### src/rtl/shift_unit_seq.sv
// ---------------------------------------------------------------------------
// shift_unit_seq
//
// Multi-cycle shift unit for the EX stage. It performs SLL, SRL, SRA and ROR,
// moving STEP bit positions per clock. A start/busy/done handshake lets the
// control unit stall the pipeline until the shift has finished.
//
// The shift amount comes from one of two places:
//   - the instruction shamt field, zero-extended or truncated to SHAMT_W bits
//   - the low SHAMT_W bits of a register operand
//
// Parameters:
//   WIDTH   - datapath width. Must equal 2**SHAMT_W.
//   SHAMT_W - width of the shift amount.
//   STEP    - bit positions shifted per cycle. Power of two, 1..WIDTH.
//
// Ports:
//   clk         - rising-edge clock
//   reset       - asynchronous, active-high reset
//   start       - operation request. It is sampled only while not busy.
//   op          - 00=SLL, 01=SRL, 10=SRA, 11=ROR
//   shamt_sel   - 0 selects shamt_field, 1 selects shamt_reg[SHAMT_W-1:0]
//   shamt_field - instruction shamt field (5 bits)
//   shamt_reg   - register operand (rs). Only the low SHAMT_W bits are used.
//   data_in     - operand to shift (rt)
//   busy        - high while the shift is iterating
//   done        - one-cycle pulse when result is valid
//   result      - working/result register. It holds its value after done.
// ---------------------------------------------------------------------------
module shift_unit_seq #(
    parameter int WIDTH   = 32,
    parameter int SHAMT_W = 5,
    parameter int STEP    = 1
) (
    input  logic             clk,
    input  logic             reset,
    input  logic             start,
    input  logic [1:0]       op,
    input  logic             shamt_sel,
    input  logic [4:0]       shamt_field,
    input  logic [WIDTH-1:0] shamt_reg,
    input  logic [WIDTH-1:0] data_in,
    output logic             busy,
    output logic             done,
    output logic [WIDTH-1:0] result
);

    typedef enum logic [1:0] {
        IDLE  = 2'd0,
        SHIFT = 2'd1,
        DONE  = 2'd2
    } state_t;

    // Arithmetic on the remaining count uses one extra bit. This lets STEP,
    // which may equal WIDTH, be represented without overflow.
    localparam logic [SHAMT_W:0] STEP_V  = (SHAMT_W + 1)'(STEP);
    localparam logic [SHAMT_W:0] WIDTH_V = (SHAMT_W + 1)'(WIDTH);

    state_t             state, state_n;
    logic [WIDTH-1:0]   result_n;
    logic [SHAMT_W-1:0] count, count_n;
    logic [1:0]         op_q, op_n;

    logic [SHAMT_W-1:0] field_s;
    logic [SHAMT_W-1:0] shamt_s;
    logic [SHAMT_W:0]   count_ext;
    logic [SHAMT_W:0]   k;
    logic [SHAMT_W:0]   rem;
    logic [WIDTH-1:0]   stepped;

    // Fit the fixed 5-bit instruction field to SHAMT_W. Wider amounts are
    // zero-extended and narrower ones are truncated.
    generate
        if (SHAMT_W > 5) begin : g_field_ext
            assign field_s = {{(SHAMT_W - 5){1'b0}}, shamt_field};
        end else begin : g_field_trunc
            assign field_s = shamt_field[SHAMT_W-1:0];
        end
    endgenerate

    // Only the low bits of the register operand can affect the shift.
    logic unused_reg_bits;
    assign unused_reg_bits = ^shamt_reg[WIDTH-1:SHAMT_W];

    assign shamt_s = shamt_sel ? shamt_reg[SHAMT_W-1:0] : field_s;

    // One iteration moves k = min(STEP, count) positions, so the last
    // iteration never overshoots the requested amount.
    assign count_ext = {1'b0, count};
    assign k         = (count_ext < STEP_V) ? count_ext : STEP_V;
    assign rem       = count_ext - k;

    // Single-iteration shifter driven by the latched opcode. In the rotate
    // case k is never zero while shifting, so WIDTH-k stays below WIDTH.
    always_comb begin
        stepped = result;
        case (op_q)
            2'b00:   stepped = result << k;
            2'b01:   stepped = result >> k;
            2'b10:   stepped = $unsigned($signed(result) >>> k);
            default: stepped = (result >> k) | (result << (WIDTH_V - k));
        endcase
    end

    // Next-state and datapath update.
    // In IDLE and DONE the unit may accept a new request. That allows a
    // back-to-back start straight out of DONE. Zero-length shifts skip SHIFT
    // and go directly to DONE with the operand unchanged.
    always_comb begin
        state_n  = state;
        result_n = result;
        count_n  = count;
        op_n     = op_q;
        case (state)
            SHIFT: begin
                result_n = stepped;
                count_n  = rem[SHAMT_W-1:0];
                if (rem == '0) begin
                    state_n = DONE;
                end
            end
            default: begin
                if (start) begin
                    result_n = data_in;
                    op_n     = op;
                    count_n  = shamt_s;
                    state_n  = (shamt_s == '0) ? DONE : SHIFT;
                end else if (state == DONE) begin
                    state_n = IDLE;
                end
            end
        endcase
    end

    // State and datapath registers.
    // Reset clears everything at any time, including in the middle of a
    // shift, and the next request after reset starts from a clean state.
    always_ff @(posedge clk or posedge reset) begin
        if (reset) begin
            state  <= IDLE;
            result <= '0;
            count  <= '0;
            op_q   <= 2'b00;
        end else begin
            state  <= state_n;
            result <= result_n;
            count  <= count_n;
            op_q   <= op_n;
        end
    end

    assign busy = (state == SHIFT);
    assign done = (state == DONE);

endmodule

### config.mk
export PLATFORM = sky130hd
export DESIGN_NAME = shift_unit_seq
export DESIGN_NICKNAME = d
export VERILOG_FILES = /design/src/rtl/shift_unit_seq.sv
export SDC_FILE = /design/constraint.sdc
export NUM_CORES = 1
export LEC_CHECK = 0
export ABC_AREA = 0
export BUFFER_PORTS_ARGS = -buffer_cell sky130_fd_sc_hd__buf_2
export CAP_MARGIN = 25
export CORE_AREA = 2 2 94 96
export DETAILED_ROUTE_END_ITERATION = 16
export DIE_AREA = 0 0 96 98
export PLACE_DENSITY_LB_ADDON = 0.08
export SLEW_MARGIN = 10
export SYNTH_ARGS = -nofsm -noshare
export SYNTH_HDL_FRONTEND = slang
export SYNTH_SLANG_ARGS = --single-unit
### constraint.sdc
create_clock -name clk -period 2.3 [get_ports clk]
set_input_delay 0.46 -clock clk [delete_from_list [all_inputs] [get_ports clk]]
set_output_delay 0.46 -clock clk [all_outputs]
set_load 0.005 [all_outputs]
==> results.ini <==
[drt]
wl_met3_um = 398
via_count = 2723
wl_per_cell_um = 17.88
drc_errors = 0
firstDrtPassIters = 4
drt_iter0_drc = 173
top_layer = met4
wl_mm = 8.904
routedLengthMet1_mm = 4.188
met2_length_mm = 4.264
ant_nets = 0
viasPerCell = 5.468

[yosys]
synthAdderAreaFrac = 0.01342
syn_inst = 300
synthXorXnorAreaFrac = 0.003132
synthDistinctLibCells = 55
synth_fp_nets = 378
synth-edff-count = 0
synthSimpleGateAreaFrac = 0.1570
yosysSeqAreaShare = 0.3669
synth_top_flop_cell = dfrtp_1
yosysWarnings = 0
synth_top_family_by_area = compound AO/OA/AOI/OAI gates
avgSynthCellArea_um2 = 9.321
ys_async_sr_fraction = 1.000
synth-compound-area-share = 0.2796
netlist_area_um2 = 2796
muxShareOfSynthArea = 0.1271
ys_ff_latch = 41

[grt]
grt_pass1_vias = 2707
track_usage = 0.2014
antenna_found_initial = 0
grt_max_degree = 42
overflow = 0
grt_pass1_wl_mm = 14.74

[floorplanning]
fp.coreArea_um2 = 8466
die_x_um = 96
initial_core_util = 0.3303
rows = 34
die_h_um = 98
die-area_um2 = 9408
ios = 109

[clocking]
cts.sinks = 41
htree_levels = 2
clk_path_buf_depth = 2
clockRootBuffer = clkbuf_8
insertion_delay_ns = 0.30
cts_tree = yes
clk_pin_slew_ns = 0.09
post_cts_buffers = 0
cts-buffers-inserted = 5

[worst_setup_path]
path_cells = or3_4 > nor2_4 > ha_4 > buf_12 > mux2_2 > a211oi_2 > o21ai_1 > o221a_2
cp.depth = 8
crit_path_end_kind = register
crit_path_max_fanout = 14
cp_num_buf_inv = 1
cp_slowest_cell = or3_4
max_stage_delay_ns = 0.41
required_ns = 2.50
cp-start-kind = register
worst-endpoint-arrival_ns = 2.37
path_delay_family = simple AND/OR/NAND/NOR gates
r2r_cells = 8
crit_type = reg -> reg

[placement]
dpl_worst_slack_ns = 0.03979
gp_congestion = 0.8695
io_buffers = 81
post-dp-hpwl_mm = 6.512

[pwr]
combPwrFrac = 0.588
switching_share = 0.4505
p_sw_mw = 2.466
power_density_nw_per_um2 = 1523
vdd_drop_max_v = 0.0005757
p_int_mw = 3.008
clkPwrFrac = 0.115
seq_power_share = 0.297
p_leak_nw = 1.608

[sta]
tns_ns = 0
period_needed_ns = 2.168
period_share = 0.9424
slew_violations = 0
rsz0062_at_grt = no
final-setup-viol-count = 0
worst_slew_pin_slew_ns = 0.7629
fin_skew_ns = 0.01227
max_slew_margin = 0.4909
hold_viol_final = 0
setup_ws_ns = 0.1325
max_clock_freq_ghz = 0.4614

[finish]
diodes = 0
final_cell_mix = buf_2, dfrtp_1, nand2_1
final_layout_size_suffix_gt1_frac = 0.3949
area_growth_pct = 28.55
nets = 467
layout_commonest_cell = buf_2

[outcome]
outcome = finished clean

[hold_path]
hp-class = in -> async

[run]
maxCapViolations = 0

[Yosys cell counts (all sizes together) (4+ instances only)]
library cell  instances  area, um^2
a211oi                9       67.56
a21oi                11       58.81
a221o                10       100.1
a31oi                 5       31.28
buf                  14       80.07
clkbuf                8       30.03
dfrtp                41        1026
inv                   9       33.78
mux2                 10       112.6
mux2i                22       220.2
nand2                40       150.1
nand3                 4       20.02
nor2                 22       87.58
nor3                  4       36.29
o211ai               10       75.07
o21ai                14       70.06
o221a                19       214.0
o31ai                 4       30.03
[kinds of logic after synthesis]
kind of cell             Yosys count
AO/OA/AOI/OAI                     99
flip-flops                        41
XOR/XNOR                           1
adder cells (fa/ha/maj)            3
multiplexers                      33
AND/OR/NAND/NOR                   91
buffers and inverters             31
other                              1
[layout make-up]
type                            count  area, um^2
Fill cell                         887        4871
Multi-Input combinational cell    228        1689
Sequential cell                    41        1026
Timing Repair Buffer              104       590.6
Tap cell                          108       135.1
Clock buffer                        6       82.58
Clock inverter                      2       37.54
Inverter                            9       33.78
[registers in the layout, summed over array words and instances, names as in the netlist]
signal  cells
result     32
count       5
op_q        2
state       2
[routing by layer]
layer,vias up,GRT usage
met3,4,0.03395
met4,0,0.03297
met2,61,0.3109
met5,-,0
met1,1328,0.2997
li1,1330,-
[metrics by stage]
stage | instances | power (mW) | cell area [um^2] | hold slack [ns] | util
detailed placement | 490 | 4.836 | 3437 | 0.5078 | 0.4060
global route | 498 | 5.993 | 3595 | 0.3440 | 0.4246
floorplan | 300 | 3.719 | 2825 | 0.4627 | -
global placement | 490 | 4.801 | 3437 | 0.4905 | 0.4060
CTS | 498 | 5.485 | 3557 | 0.3138 | 0.4202
finish | 498 | 5.474 | 3595 | 0.2778 | 0.4246
[power by group through the flow]
| stage | clock network [mW] | registers (mW) | logic, mW |
|---|---|---|---|
| floorplan | 0 | 1.50 | 2.22 |
| global placement | 0 | 1.64 | 3.16 |
| detailed placement | 0 | 1.64 | 3.20 |
| CTS | 0.650 | 1.63 | 3.20 |
| global route | 0.683 | 1.72 | 3.59 |
| finish | 0.630 | 1.63 | 3.22 |
[worst reg2reg max path, cell delays in order, from the launching register on]
cell and delay (ns):
dfrtp_1 0.39, or3_4 0.41, nor2_4 0.13, ha_4 0.23, buf_12 0.15, mux2_2 0.30, a211oi_2 0.22, o21ai_1 0.10
o221a_2 0.16
[final timing paths]
path                                           start                      to  slack (ns)
max in group asynchronous                      reset  result[19]$_DFFE_PP0N_        1.64
worst min register to register  state[1]$_DFFE_PP0P_    state[0]$_DFFE_PP0P_        0.52
min in group clk                               op[1]     op_q[1]$_DFFE_PP0P_        0.36
worst min-delay path                           reset   result[5]$_DFFE_PP0N_        0.28
worst max-delay path            count[1]$_DFFE_PP0N_  result[23]$_DFFE_PP0N_        0.13
worst max register to register  count[1]$_DFFE_PP0N_  result[23]$_DFFE_PP0N_        0.13
[repair_timing]
| action | CTS | global route |
|---|---|---|
| gates resized for setup | 0 | 10 |
| endpoints found under the setup margin | 0 | 9 |
| hold buffers | 0 | 0 |
Note: power is estimated with default switching activity, not from simulation.
